### config.mk
export PLATFORM = sky130hd
export DESIGN_NAME = pl_skid_reg
export DESIGN_NICKNAME = d
export VERILOG_FILES = /design/src/rtl/pl_skid_reg_pkg.sv /design/src/rtl/pl_skid_reg_dffe_ar.sv /design/src/rtl/pl_skid_reg.sv
export SDC_FILE = /design/constraint.sdc
export NUM_CORES = 1
export LEC_CHECK = 0
export ABC_AREA = 1
export CAP_MARGIN = 20
export CORE_ASPECT_RATIO = 1.25
export CORE_MARGIN = 10
export CORE_UTILIZATION = 40
export DETAILED_ROUTE_END_ITERATION = 10
export GPL_TIMING_DRIVEN = 0
export PLACE_DENSITY = 0.66
export SKIP_CTS_REPAIR_TIMING = 1
export SLEW_MARGIN = 15
export SYNTH_ARGS = -nofsm -noshare
export SYNTH_HDL_FRONTEND = slang
export SYNTH_HIERARCHICAL = 1
export SYNTH_SLANG_ARGS = --single-unit
### constraint.sdc
create_clock -name clk -period 2 [get_ports clk]
set_clock_uncertainty 0.1 [all_clocks]
set_input_delay 0.3 -clock clk [delete_from_list [all_inputs] [get_ports clk]]
set_output_delay 0.3 -clock clk [all_outputs]
set_load 0.005 [all_outputs]
### src/rtl/pl_skid_reg_pkg.sv
// -----------------------------------------------------------------------------
// pl_skid_reg_pkg
// Shared pipeline definitions for the skid register stage.
//
// Contents:
//   EMPTY / ONE / FULL  2-bit occupancy encodings. These equal the value seen on
//                       pl_skid_reg.count, so hazard and stall logic elsewhere
//                       in the pipeline can decode occupancy directly.
//   state_t             enumerated FSM state built on those encodings.
//   state_count()       maps a state to its occupancy count.
// -----------------------------------------------------------------------------
package pl_skid_reg_pkg;

    localparam logic [1:0] EMPTY = 2'd0;
    localparam logic [1:0] ONE   = 2'd1;
    localparam logic [1:0] FULL  = 2'd2;

    typedef enum logic [1:0] {
        ST_EMPTY = EMPTY,
        ST_ONE   = ONE,
        ST_FULL  = FULL
    } state_t;

    // The state encoding is the occupancy count. Encoding 3 is never reached.
    function automatic logic [1:0] state_count(input state_t s);
        return s;
    endfunction

endpackage

### src/rtl/pl_skid_reg_dffe_ar.sv
// -----------------------------------------------------------------------------
// pl_dffe_ar
// WIDTH-bit data register with asynchronous active-high reset, synchronous
// clear and a write enable. Clear has priority over the write enable, so a
// flush wins over any load requested in the same cycle.
//
// Ports:
//   clk  in   rising-edge clock
//   rst  in   asynchronous active-high reset, forces q to 0
//   clr  in   synchronous clear, q <= 0 on the next edge
//   en   in   write enable, q <= d on the next edge
//   d    in   WIDTH-bit data in
//   q    out  WIDTH-bit registered data out
// -----------------------------------------------------------------------------
module pl_dffe_ar #(
    parameter int WIDTH = 16
) (
    input  logic             clk,
    input  logic             rst,
    input  logic             clr,
    input  logic             en,
    input  logic [WIDTH-1:0] d,
    output logic [WIDTH-1:0] q
);

    logic [WIDTH-1:0] q_reg;

    always_ff @(posedge clk or posedge rst) begin
        if (rst) begin
            q_reg <= '0;
        end else if (clr) begin
            q_reg <= '0;
        end else if (en) begin
            q_reg <= d;
        end
    end

    assign q = q_reg;

endmodule

### src/rtl/pl_skid_reg.sv
// -----------------------------------------------------------------------------
// pl_skid_reg
// Two-entry pipeline skid register with fully registered handshake outputs.
// in_ready and out_valid depend only on the FSM state, never combinationally on
// in_valid or out_ready. This breaks the ready/valid timing path between
// stages. The skid entry absorbs the one payload that can arrive in the cycle
// after downstream stalls.
//
// Parameters:
//   WIDTH       payload width in bits
//   CLEAR_DATA  1: flush zeroes both data registers; 0: flush leaves them alone
//
// Ports:
//   clk        in   rising-edge clock
//   rst        in   asynchronous active-high reset
//   flush      in   synchronous flush; wins over both handshakes
//   in_valid   in   upstream presents in_data
//   in_ready   out  stage can accept a payload (state != FULL)
//   in_data    in   upstream payload
//   out_valid  out  stage presents out_data (state != EMPTY)
//   out_ready  in   downstream accepts out_data
//   out_data   out  payload at the head (the main register)
//   count      out  number of stored payloads, 0..2
// -----------------------------------------------------------------------------
module pl_skid_reg
    import pl_skid_reg_pkg::*;
#(
    parameter int WIDTH      = 16,
    parameter bit CLEAR_DATA = 1'b1
) (
    input  logic             clk,
    input  logic             rst,
    input  logic             flush,
    input  logic             in_valid,
    output logic             in_ready,
    input  logic [WIDTH-1:0] in_data,
    output logic             out_valid,
    input  logic             out_ready,
    output logic [WIDTH-1:0] out_data,
    output logic [1:0]       count
);

    state_t           state_reg;
    state_t           state_next;

    logic             in_fire;
    logic             out_fire;

    logic             main_we;
    logic             main_from_skid;
    logic             skid_we;
    logic             data_clr;

    logic [WIDTH-1:0] main_d;
    logic [WIDTH-1:0] main_q;
    logic [WIDTH-1:0] skid_q;

    // Handshake outputs are decoded from the state register alone.
    assign out_valid = (state_reg != ST_EMPTY);
    assign in_ready  = (state_reg != ST_FULL);
    assign count     = state_count(state_reg);

    assign in_fire   = in_valid  & in_ready;
    assign out_fire  = out_valid & out_ready;

    // Data clearing on flush is a build-time choice. With CLEAR_DATA = 0 the
    // data registers simply see no write enable during a flush.
    assign data_clr  = flush & CLEAR_DATA;

    // The main register reloads from the skid entry when draining FULL and
    // from the upstream input in every other case.
    assign main_d    = main_from_skid ? skid_q : in_data;

    // ---------------------------------------------------------------------
    // Control FSM: state register
    // ---------------------------------------------------------------------
    always_ff @(posedge clk or posedge rst) begin
        if (rst) begin
            state_reg <= ST_EMPTY;
        end else begin
            state_reg <= state_next;
        end
    end

    // ---------------------------------------------------------------------
    // Control FSM: next state and data-register enables
    // ---------------------------------------------------------------------
    always_comb begin
        state_next     = state_reg;
        main_we        = 1'b0;
        main_from_skid = 1'b0;
        skid_we        = 1'b0;

        if (flush) begin
            // Flush overrides everything. A payload handed over in this
            // cycle is dropped because no write enable is raised.
            state_next = ST_EMPTY;
        end else begin
            unique case (state_reg)
                ST_EMPTY: begin
                    if (in_fire) begin
                        state_next = ST_ONE;
                        main_we    = 1'b1;
                    end
                end

                ST_ONE: begin
                    if (in_fire && out_fire) begin
                        // Head leaves while the new payload takes its place.
                        state_next = ST_ONE;
                        main_we    = 1'b1;
                    end else if (in_fire) begin
                        // Downstream stalled: park the new payload behind.
                        state_next = ST_FULL;
                        skid_we    = 1'b1;
                    end else if (out_fire) begin
                        state_next = ST_EMPTY;
                    end
                end

                ST_FULL: begin
                    // in_ready is low here, so only the drain matters.
                    if (out_fire) begin
                        state_next     = ST_ONE;
                        main_we        = 1'b1;
                        main_from_skid = 1'b1;
                    end
                end

                default: begin
                    // Encoding 3 cannot be reached. Recover to a clean state.
                    state_next = ST_EMPTY;
                end
            endcase
        end
    end

    // ---------------------------------------------------------------------
    // Data storage
    // ---------------------------------------------------------------------
    pl_dffe_ar #(
        .WIDTH (WIDTH)
    ) u_main (
        .clk (clk),
        .rst (rst),
        .clr (data_clr),
        .en  (main_we),
        .d   (main_d),
        .q   (main_q)
    );

    pl_dffe_ar #(
        .WIDTH (WIDTH)
    ) u_skid (
        .clk (clk),
        .rst (rst),
        .clr (data_clr),
        .en  (skid_we),
        .d   (in_data),
        .q   (skid_q)
    );

    assign out_data = main_q;

endmodule

==> results by group <==
Clocking
  • H-tree depth: 2
  • Clock root buffer: clkbuf_8
  • CTS clk-pin slew, worst paths: ~70 ps
  • Latest clock arrival within the worst-skew pair: approximately 280 ps
  • CTS tree: yes
  • Clock buffer depth: 2
  • Cts bufs inserted: 5
  • CTS sink cnt: 34

Layout
  • Non-filler cells, final: 326
  • N_diodes: 0
  • Final nets: 288
  • Multi-input gate area: roughly 700 µm²
  • Final cell utilization of the core: 0.536
  • Layout cell share with drive strength beyond 1: 0.153
  • Sequential Area: 851 µm²
  • Filler cells: about 400
  • Most common cell after layout, fill and taps aside: nand2_1
  • Synth-to-Final Area Change: 31.8%
  • Most frequent cells in the layout: 86 x nand2_1, 40 x clkdlybuf4s50_1, 36 x nand3_1

GRT
  • Largest net degree at the start of global routing: 17
  • Grt ovf: 0
  • Global-route wire length before repair: 6.59 mm
  • Initial antenna violation count: 0
  • Vias in the first global route: ~1400
  • Tot GR Track Use: 0.108

Synthesis
  • Compound-cell area share of the yosys netlist: 0.0790
  • Mapped Nets: between 200 and 250
  • Mux cell area share after synthesis: 0
  • Synthesis Warnings: 6
  • Synth Area in Adders: 0
  • Post-Synth Simple-Gate Area: 0.323
  • Seq cells post-synth: 34
  • Area share of the largest cell type after synthesis: 0.480
  • Largest family of logic cells by synthesized area: simple AND/OR/NAND/NOR gates
  • Synth unique cells: 14
  • Synthesized area: 1770 µm²
  • Avg Inst Size Synth: approximately 8.1 µm²
  • Mapped Cells: 220
  • Post-synthesis xor/xnor area fraction: 0
  • Dominant cell type by area after synthesis: dfrtp_1
  • Synth area leaders: dfrtp_1 48%, nand2_1 18%, nand3_1 10%
  • Seq/Total Area, Yosys: 0.480

Die
  • Die Y: 94.4 µm
  • DIE AREA: about 7500 µm²
  • Initial core utilization: 0.407
  • Die width: between 70 and 80 µm
  • Num rows: 27
  • # IOs: roughly 40
  • Core ar.: 4360 µm²

Timing
  • Fin. max-slew vios: 0
  • Final min period: roughly 1800 ps
  • Slew HR: 0.581
  • Fin crit share: 0.899
  • Tightest Pin Transition: between 600 and 700 ps
  • Hold violation total from the final report: 0
  • Max Fclk: between 500 and 600 MHz
  • RSZ-0062 raised after global routing: false
  • Count of final setup violators: 0

Route
  • Routed Antenna Nets: 0
  • Detailed-route via count: around 1500
  • DRT Wirelength: just under 4 mm
  • DR iter-0 viols: between 50 and 60
  • Residual DRC: 0
  • Drt wl/cell: approximately 12 µm
  • Vias per cell: around 4.5
  • DR pass1 iterations: 4

Job
  • Number of max-cap violations: 0

Pwr
  • Static Leak: around 0.0012 µW
  • P_int: approximately 1100 µW
  • Switching Share: 0.250
  • Net Sw Power: approximately 370 µW
  • Clock Power Share: 0.339
  • Max IR drop VDD: ~0.44 mV
  • Combinational fraction of design power: 0.172
  • Sequential share of power: 0.489
  • Power Density: ~640 nW/µm²

Placement
  • DP Wirelength: approximately 3.0 mm
  • I/O Buffers: 40
  • GPL Wtd Cong: between 0.7 and 0.8
  • Inst Count DP: about 320

Critical path
  • CP Class: input port to flip-flop
  • Crit. End Element: flip-flop
  • Required @ worst endpoint: roughly 2100 ps
  • Crit path DAT: 1920 ps
  • Setup crit start kind: input port
  • CP max FO: 10

Run status
  • Outcome: completed

Worst hold path
  • Hold crit path type: input port to asynchronous set/reset pin
-- routing by layer --
metal | up-vias | global-route usage | routed length [µm]
li1 | 780 | - | -
met1 | 645 | 0.125 | 1760
met2 | 30 | 0.179 | 1890
met3 | 2 | 0.0371 | 218
met4 | 0 | 0.0449 | 9
met5 | - | 0 | 0
-- critical path, stage by stage --
cell,delay [ps]
clkdlybuf4s50_1,700
inv_1,180
nand2_1,120
inv_1,50
buf_6,130
nor2_4,170
buf_6,160
nand2_1,60
nand2_1,50
-- power groups by stage --
stage,Sequential [µW],Clock (µW),Combinational (µW)
after floorplan,747,0,126
after global placement,745,0,261
after detailed placement,746,0,263
after CTS,733,525,264
after global routing,736,570,287
final,733,509,258
-- final cells by class --
cell class	count	area share
clock buffers	7	0.0369
well taps	58	0.0310
repair buffers	40	0.171
plain buffers	11	0.0444
clock inverters	1	0.00214
inverters	28	0.0450
multi-input cells	147	0.305
flip-flops and latches	34	0.364
-- path summary, 6_finish.rpt --
check,depth (start not counted),from,slack (ps),end
max,9,flush,200,u_main/q[7]$_DFFE_PP0P_
min,2,rst,160,count[0]$_DFFE_PP0P_
max reg2reg,9,count[0]$_DFFE_PP0P_,460,u_skid/q[12]$_DFFE_PP0P_
min reg2reg,2,u_main/q[1]$_DFFE_PP0P_,370,u_main/q[1]$_DFFE_PP0P_
max in group asynchronous,2,rst,1010,u_skid/q[12]$_DFFE_PP0P_
min in group clk,2,u_main/q[1]$_DFFE_PP0P_,370,u_main/q[1]$_DFFE_PP0P_
-- synthesized netlist by cell type --
cell type and n:
o21ai_2 16, buf_2 2, nand4_1 2, dfrtp_1 34, nor2_4 2, nand2_2 1
inv_1 25, inv_2 3, nand3_1 36, nand2_1 86, buf_6 7, nor2_1 3
nand3_4 1, buf_4 2
-- stage by stage --
stage | TNS, ps | area [µm²] | total power [µW] | hold slack, ps | setup WS [ps]
6_report | 0 | 2340 | 1500 | 155 | 202
5_1_grt | 0 | 2340 | 1590 | 166 | 66.8
4_1_cts | 0 | 2340 | 1520 | 131 | 185
3_5_place_dp | -1350 | 2250 | 1010 | 359 | -108
3_3_place_gp | -894 | 2250 | 1010 | 353 | -93.3
2_1_floorplan | 0 | 1770 | 873 | -58.8 | 609
-- cells by family after synthesis --
kind of cell           after synthesis
AND/OR/NAND/NOR                    131
buffers and inverters               39
flip-flops                          34
AO/OA/AOI/OAI                       16
Power figures use the tool's default switching activity.
